**src/rtl/user_au_hpf_pkg.sv**
```systemverilog
// Shared types, state encoding and the single-step HPF recurrence used by the HPF blocks.
// Revision: 1.0
`default_nettype none

package user_au_hpf_pkg;

  typedef logic signed [31:0] sample_t;
  typedef logic signed [63:0] acc_t;

  localparam int DECAY_SHIFT_DEFAULT = 11;

  typedef enum logic [1:0] {
    IDLE = 2'd0,
    CALC = 2'd1,
    OUT  = 2'd2
  } hpf_sched_state_e;

  // y = ((decay * (x - xp + 2*yp)) >>> shift) - yp, evaluated entirely in 64 bits
  function automatic acc_t hpf_step(
    input sample_t     x,
    input sample_t     xp,
    input sample_t     yp,
    input sample_t     decay,
    input int unsigned shift = DECAY_SHIFT_DEFAULT
  );
    acc_t diff;
    acc_t prod;
    diff = acc_t'(x) - acc_t'(xp) + (acc_t'(yp) <<< 1);
    prod = acc_t'(decay) * diff;
    return (prod >>> shift) - acc_t'(yp);
  endfunction

endpackage

`default_nettype wire

```
**src/rtl/user_au_hpf_scheduler_if.sv**
```systemverilog
// Channel-side and mixer-side signals of the shared HPF scheduler.
// Optional USER_AU_HPF_SAT_EN adds the sticky saturation flag sat_o.
// Revision: 1.0
`default_nettype none

interface user_au_hpf_scheduler_if #(
  parameter int NUM_CH = 4
);
  import user_au_hpf_pkg::*;

  localparam int CH_W = $clog2(NUM_CH);

  sample_t             data_i [NUM_CH];
  logic [NUM_CH-1:0]   valid_i;
  logic [NUM_CH-1:0]   ready_o;
  sample_t             data_o;
  logic [CH_W-1:0]     ch_o;
  logic                valid_o;
  logic                ready_i;
  sample_t             decay_i;
  logic                clear_i;
`ifdef USER_AU_HPF_SAT_EN
  logic                sat_o;
`endif

  modport slave (
    input  data_i, valid_i, ready_i, decay_i, clear_i,
    output ready_o, data_o, ch_o, valid_o
`ifdef USER_AU_HPF_SAT_EN
    , output sat_o
`endif
  );

  modport master (
    output data_i, valid_i, ready_i, decay_i, clear_i,
    input  ready_o, data_o, ch_o, valid_o
`ifdef USER_AU_HPF_SAT_EN
    , input sat_o
`endif
  );

endinterface

`default_nettype wire

```
**src/rtl/user_au_rr_arbiter.sv**
```systemverilog
// Combinational round-robin arbiter: grants the lowest requester at or above ptr, else wraps.
// Revision: 1.0
`default_nettype none

module user_au_rr_arbiter #(
  parameter int N = 4
) (
  input  logic [N-1:0]         req,
  input  logic [$clog2(N)-1:0] ptr,
  output logic [N-1:0]         gnt_onehot,
  output logic [$clog2(N)-1:0] gnt_idx
);

  logic [N-1:0] w_mask;
  logic [N-1:0] w_sel;

  assign w_mask     = req & ({N{1'b1}} << ptr);
  assign w_sel      = (|w_mask) ? w_mask : req;
  assign gnt_onehot = w_sel & (~w_sel + N'(1));

  always_comb begin
    gnt_idx = '0;
    // Walk downward so the lowest set bit is the last one written
    for (int i = N - 1; i >= 0; i--) begin
      if (w_sel[i]) gnt_idx = $clog2(N)'(i);
    end
  end

endmodule

`default_nettype wire

```
**src/rtl/user_au_hpf_scheduler.sv**
```systemverilog
// Time-shares one high-pass-filter datapath across NUM_CH channels with round-robin grants.
// Define USER_AU_HPF_SAT_EN to saturate results to 32 bits and expose sticky sat_o.
// Revision: 1.0
`default_nettype none

module user_au_hpf_scheduler
  import user_au_hpf_pkg::*;
#(
  parameter int NUM_CH      = 4,
  parameter int DECAY_SHIFT = DECAY_SHIFT_DEFAULT
) (
  input  wire logic                clk_i,
  input  wire logic                rst_i,
  user_au_hpf_scheduler_if.slave   bus
);

  localparam int CH_W = $clog2(NUM_CH);

  hpf_sched_state_e   r_state;
  logic [CH_W-1:0]    r_ptr;
  logic [CH_W-1:0]    r_ch;
  sample_t            r_x;
  sample_t            r_decay;
  sample_t            r_y;
  logic               r_valid;
  sample_t            r_xp [NUM_CH];
  sample_t            r_yp [NUM_CH];

  logic [NUM_CH-1:0]  w_gnt_onehot;
  logic [CH_W-1:0]    w_gnt_idx;
  logic               w_any;
  sample_t            w_y;

  user_au_rr_arbiter #(
    .N (NUM_CH)
  ) u_arb (
    .req        (bus.valid_i),
    .ptr        (r_ptr),
    .gnt_onehot (w_gnt_onehot),
    .gnt_idx    (w_gnt_idx)
  );

  assign w_any = |w_gnt_onehot;

`ifdef USER_AU_HPF_SAT_EN
  localparam acc_t c_SAT_MAX = 64'sh0000_0000_7FFF_FFFF;
  localparam acc_t c_SAT_MIN = 64'shFFFF_FFFF_8000_0000;

  acc_t  w_acc;
  logic  w_clip_hi;
  logic  w_clip_lo;
  logic  r_sat;

  assign w_acc     = hpf_step(r_x, r_xp[r_ch], r_yp[r_ch], r_decay, DECAY_SHIFT);
  assign w_clip_hi = (w_acc > c_SAT_MAX);
  assign w_clip_lo = (w_acc < c_SAT_MIN);
  assign w_y       = w_clip_hi ? 32'sh7FFF_FFFF :
                     w_clip_lo ? 32'sh8000_0000 : sample_t'(w_acc);
  assign bus.sat_o = r_sat;
`else
  assign w_y = sample_t'(hpf_step(r_x, r_xp[r_ch], r_yp[r_ch], r_decay, DECAY_SHIFT));
`endif

  // Accept only in IDLE and never while reset is being applied
  assign bus.ready_o = (r_state == IDLE && !rst_i) ? w_gnt_onehot : '0;
  assign bus.valid_o = r_valid;
  assign bus.data_o  = r_y;
  assign bus.ch_o    = r_ch;

  always_ff @(posedge clk_i) begin
    if (rst_i) begin
      r_state <= IDLE;
      r_ptr   <= '0;
      r_ch    <= '0;
      r_x     <= '0;
      r_decay <= '0;
      r_y     <= '0;
      r_valid <= 1'b0;
      for (int k = 0; k < NUM_CH; k++) begin
        r_xp[k] <= '0;
        r_yp[k] <= '0;
      end
`ifdef USER_AU_HPF_SAT_EN
      r_sat   <= 1'b0;
`endif
    end else begin
      case (r_state)
        IDLE: begin
          if (w_any) begin
            r_x     <= bus.data_i[w_gnt_idx];
            r_ch    <= w_gnt_idx;
            r_decay <= bus.decay_i;
            r_state <= CALC;
          end
        end
        CALC: begin
          r_y     <= w_y;
          r_valid <= 1'b1;
          r_state <= OUT;
`ifdef USER_AU_HPF_SAT_EN
          if (w_clip_hi || w_clip_lo) r_sat <= 1'b1;
`endif
        end
        OUT: begin
          if (bus.ready_i) begin
            r_valid      <= 1'b0;
            r_xp[r_ch]   <= r_x;
            r_yp[r_ch]   <= r_y;
            r_ptr        <= (r_ch == CH_W'(NUM_CH - 1)) ? '0 : r_ch + 1'b1;
            r_state      <= IDLE;
          end
        end
        default: r_state <= IDLE;
      endcase

      // Placed after the FSM so a clear coinciding with the handshake wins
      if (bus.clear_i) begin
        for (int k = 0; k < NUM_CH; k++) begin
          r_xp[k] <= '0;
          r_yp[k] <= '0;
        end
`ifdef USER_AU_HPF_SAT_EN
        r_sat <= 1'b0;
`endif
      end
    end
  end

endmodule

`default_nettype wire

```
**src/flat_wrapper.sv**
```systemverilog
// flat-port wrapper written by rule: the top's interface ports become plain ports
module user_au_hpf_scheduler_flat import user_au_hpf_pkg::*;
#(
  parameter int NUM_CH      = 4,
  parameter int DECAY_SHIFT = DECAY_SHIFT_DEFAULT
)
  (clk_i, rst_i, bus_data_i, bus_valid_i, bus_ready_i, bus_decay_i, bus_clear_i, bus_ready_o, bus_data_o, bus_ch_o, bus_valid_o);
  user_au_hpf_scheduler_if #(.NUM_CH(NUM_CH)) bus_i ();
  input  wire logic clk_i;
  input  wire logic rst_i;
  input wire logic [$bits(bus_i.data_i)-1:0] bus_data_i;
  input wire logic [$bits(bus_i.valid_i)-1:0] bus_valid_i;
  input wire logic [$bits(bus_i.ready_i)-1:0] bus_ready_i;
  input wire logic [$bits(bus_i.decay_i)-1:0] bus_decay_i;
  input wire logic [$bits(bus_i.clear_i)-1:0] bus_clear_i;
  output wire logic [$bits(bus_i.ready_o)-1:0] bus_ready_o;
  output wire logic [$bits(bus_i.data_o)-1:0] bus_data_o;
  output wire logic [$bits(bus_i.ch_o)-1:0] bus_ch_o;
  output wire logic [$bits(bus_i.valid_o)-1:0] bus_valid_o;
  assign bus_i.data_i = {>>{bus_data_i}};
  assign bus_i.valid_i = bus_valid_i;
  assign bus_i.ready_i = bus_ready_i;
  assign bus_i.decay_i = bus_decay_i;
  assign bus_i.clear_i = bus_clear_i;
  assign bus_ready_o = bus_i.ready_o;
  assign bus_data_o = bus_i.data_o;
  assign bus_ch_o = bus_i.ch_o;
  assign bus_valid_o = bus_i.valid_o;
  user_au_hpf_scheduler #(.NUM_CH(NUM_CH), .DECAY_SHIFT(DECAY_SHIFT)) u_core (.clk_i(clk_i), .rst_i(rst_i), .bus(bus_i));
endmodule
```
**config.mk**
```make
export PLATFORM = sky130hd
export DESIGN_NAME = user_au_hpf_scheduler_flat
export DESIGN_NICKNAME = d
export VERILOG_FILES = /design/src/rtl/user_au_hpf_pkg.sv /design/src/rtl/user_au_hpf_scheduler_if.sv /design/src/rtl/user_au_rr_arbiter.sv /design/src/rtl/user_au_hpf_scheduler.sv /design/src/flat_wrapper.sv
export SDC_FILE = /design/constraint.sdc
export NUM_CORES = 2
export LEC_CHECK = 0
export CAP_MARGIN = 20
export CORE_ASPECT_RATIO = 1.1
export CORE_UTILIZATION = 57
export CTS_CLUSTER_DIAMETER = 150
export CTS_CLUSTER_SIZE = 28
export DETAILED_ROUTE_END_ITERATION = 12
export HOLD_SLACK_MARGIN = 0.1
export PLACE_DENSITY_LB_ADDON = 0.12
export SLEW_MARGIN = 10
export SYNTH_ARGS = -nofsm -noshare
export SYNTH_HDL_FRONTEND = slang
export SYNTH_SLANG_ARGS = --single-unit
export TNS_END_PERCENT = 50
```
**constraint.sdc**
```tcl
create_clock -name clk_i -period 12.3 [get_ports clk_i]
set_clock_uncertainty 0.2 [all_clocks]
set_input_delay 3.69 -clock clk_i [delete_from_list [all_inputs] [get_ports clk_i]]
set_output_delay 3.69 -clock clk_i [all_outputs]
set_load 0.03 [all_outputs]
```
==> impl_results.md <==
* CP Max Fanout at 6
* F_max at a little over 0.08 GHz
* H-tree depth at 1
* Max_cap viols at 0
* Worst Setup End Kind: flop
* Die Ht at 298 um
* Number of synthesized flops with an enable pin at between 200 and 300
* Crit path buffers/inverters at 8
* Fin worst setup slack at -0.0651 ns
* Commonest register cell after synthesis: edfxtp_1
* Synth top area cells: fa_1, edfxtp_1, inv_1
* Total GRT Usage at between 30% and 40%
* CTS tree: yes
* Synth async-reset ratio at 0%
* Fin. max-slew vios at 0
* Cells after synthesis at between 4000 and 5000
* Clk slew on worst S/H paths at ~0.11 ns
* Die area at about 81000 um2
* Slowest CP cell: fa_1
* Clk_lat worst skew at around 0.58 ns
* CP most frequent cell: fa_1
* Syn Nets at 5793
* Syn Std Cell Area at 45500 um2
* Critical path startpoint category: flop
* Number of input and output port buffers inserted at between 200 and 250
* Nets at around 6200
* Routed WL at 120000 um
* Slew HR at 24.8%
* Status: complete, but fails checks
* Failing checks: negative setup slack
* Hpwl dp at 92800 um
* Antenna violations before repair at 0
* CTS sink count at around 360
* Setup WS pre-CTS at -0.609 ns
* Routability-driven placement congestion ratio at 0.884
* Synth Register Bits at approximately 360
* Vias in the first global route at approximately 35000
* Global-route congestion overflow total at 0
* Worst slew pin tran at 1.13 ns
* Initial Util at about 58%
* First DRT Iteration DRCs at roughly 2500
* Final hold violation count at 0
* Tmin final at 12.37 ns
* Die width at ~270 um
* Post-route ant nets at 0
* Worst hold path type: flop to flop
* CTS Buffer Depth at 3
* # rows at 108
* Hold_sp: u_core.r_decay[10]
* Setup CP Type: flop to flop
* Vias/cell at approximately 5.5
* Most common cell after layout, fill and taps aside: inv_1
* Yosys top cell area share at 33.5%
* Clock Tree Root: clkbuf_16
* Cell variety after synth at 80
* Per-cell routed wire length at between 15 and 20 um
* Post-CTS Hold Buffers at 0
* Avg Inst Size Synth at roughly 10 um2
* Setup-failing EPs final at 1
* Crit share post-route at 101%
* Share of cells above drive strength 1 at roughly 14%
* TritonRoute pass-1 iters at 5
* Total number of vias at ~33000
* I/O pins at roughly 210
* Crit path arrival time at 12.63 ns
* Unrepaired setup endpoints after global routing: true
* Core Box Area at about 79000 um2
* Seq/Total Area, Yosys at between 20% and 30%
* Total CTS buffers at 17
* Antenna diodes at 0
* Commonest non-fill, non-tap cells in the layout: inv_1, fa_1, nand2_1
* Synth Warn # at 0
* DRC viols at 0
* CP top delay family: adder cells
* Worst EP required at 12.57 ns
* Cell taking the most area after synthesis: fa_1
* P&R area growth vs syn at 16.3%
* Crit-path max cell delay at roughly 0.54 ns
* Pin count of the biggest net entering global routing at around 140
* First-pass GRT wire length at between 150000 and 200000 um
-- layout make-up --
class	count	area, um2
multi-input cells	3145	32500
fillers	6232	26000
flip-flops and latches	361	9790
repair buffers	642	5600
inverters	852	3200
well taps	1045	1310
clock buffers	27	463
clock inverters	3	45.0
-- sequential cells by signal, summed over array words and instances (netlist names), named ones only --
| register | flops |
|---|---|
| u_core.r_xp | 128 |
| u_core.r_yp | 128 |
| u_core.bus.data_o | 32 |
| u_core.r_decay | 32 |
| u_core.r_x | 32 |
| u_core.bus.ch_o | 2 |
| u_core.r_ptr | 2 |
| u_core.r_state | 2 |
| u_core.bus.valid_o | 1 |
-- worst paths after layout --
check,end,depth (start not counted),slack [ns]
min,u_core.r_decay[10],2,0.27
max,u_core.bus.data_o[31],52,-0.07
min reg2reg,u_core.r_decay[10],2,0.27
max reg2reg,u_core.bus.data_o[31],52,-0.07
-- cell families (layout without fill, tap and decap cells) --
family | Yosys count | count (layout) | share of synthesized area, %
and+or+nand+nor | 1555 | 1555 | 17.6
buffers and inverters | 1129 | 1524 | 9.31
adders and majority gates | 990 | 990 | 39.8
AOI/OAI and AO/OA | 414 | 414 | 6.04
DFF | 361 | 361 | 21.5
xor gates and xnor gates | 119 | 119 | 2.52
muxes | 67 | 67 | 3.23
-- routing by layer --
| layer | GRT usage [%] | wire length [um] |
|---|---|---|
| met1 | 42.2 | 50500 |
| met2 | 50.2 | 57400 |
| met3 | 6.08 | 9690 |
| met4 | 6.51 | 2400 |
| met5 | 0 | 0 |
-- through the flow --
step	TNS (ns)	util, %	area, um2	hold slack [ns]	std cells
after detailed placement	-2.20	64.6	51000	0.252	5998
after CTS	-0.0316	65.9	52000	0.268	6046
after floorplan	0	-	45600	0.263	4635
final	-0.0651	67.1	52900	0.266	6075
after global routing	-2.43	67.1	52900	0.294	6075
after global placement	-1.09	64.6	51000	0.243	5998
-- cells in the mapped netlist (all sizes together), types with 64 or more instances --
cell / count
a21oi: 166
and2: 460
and3: 267
clkbuf: 264
dfxtp: 105
edfxtp: 256
fa: 762
ha: 228
inv: 852
mux4: 64
nand2: 578
nor2: 107
xnor2: 86
-- repair_timing --
| item | CTS | global route |
|---|---|---|
| endpoints found under the setup margin | 11 | 13 |
| cloned | 1 | 0 |
| pin swaps | 47 | 104 |
| gates resized for setup | 88 | 134 |
| setup buffers | 17 | 29 |
-- worst register-to-register path, delay by kind of cell, from the launching register on --
| kind | cells | cell delay, ns |
|---|---|---|
| AO/OA/AOI/OAI | 16 | 2.94 |
| XOR/XNOR | 3 | 0.39 |
| adder cells (fa/ha/maj) | 13 | 5.72 |
| buffers and inverters | 8 | 0.96 |
| flip-flops | 1 | 0.40 |
| multiplexers | 1 | 0.49 |
| AND/OR/NAND/NOR | 11 | 1.16 |
Power is left out: the tool's default activity adds up to more than one toggle a clock period on the data nets, which glitch-free logic cannot reach.
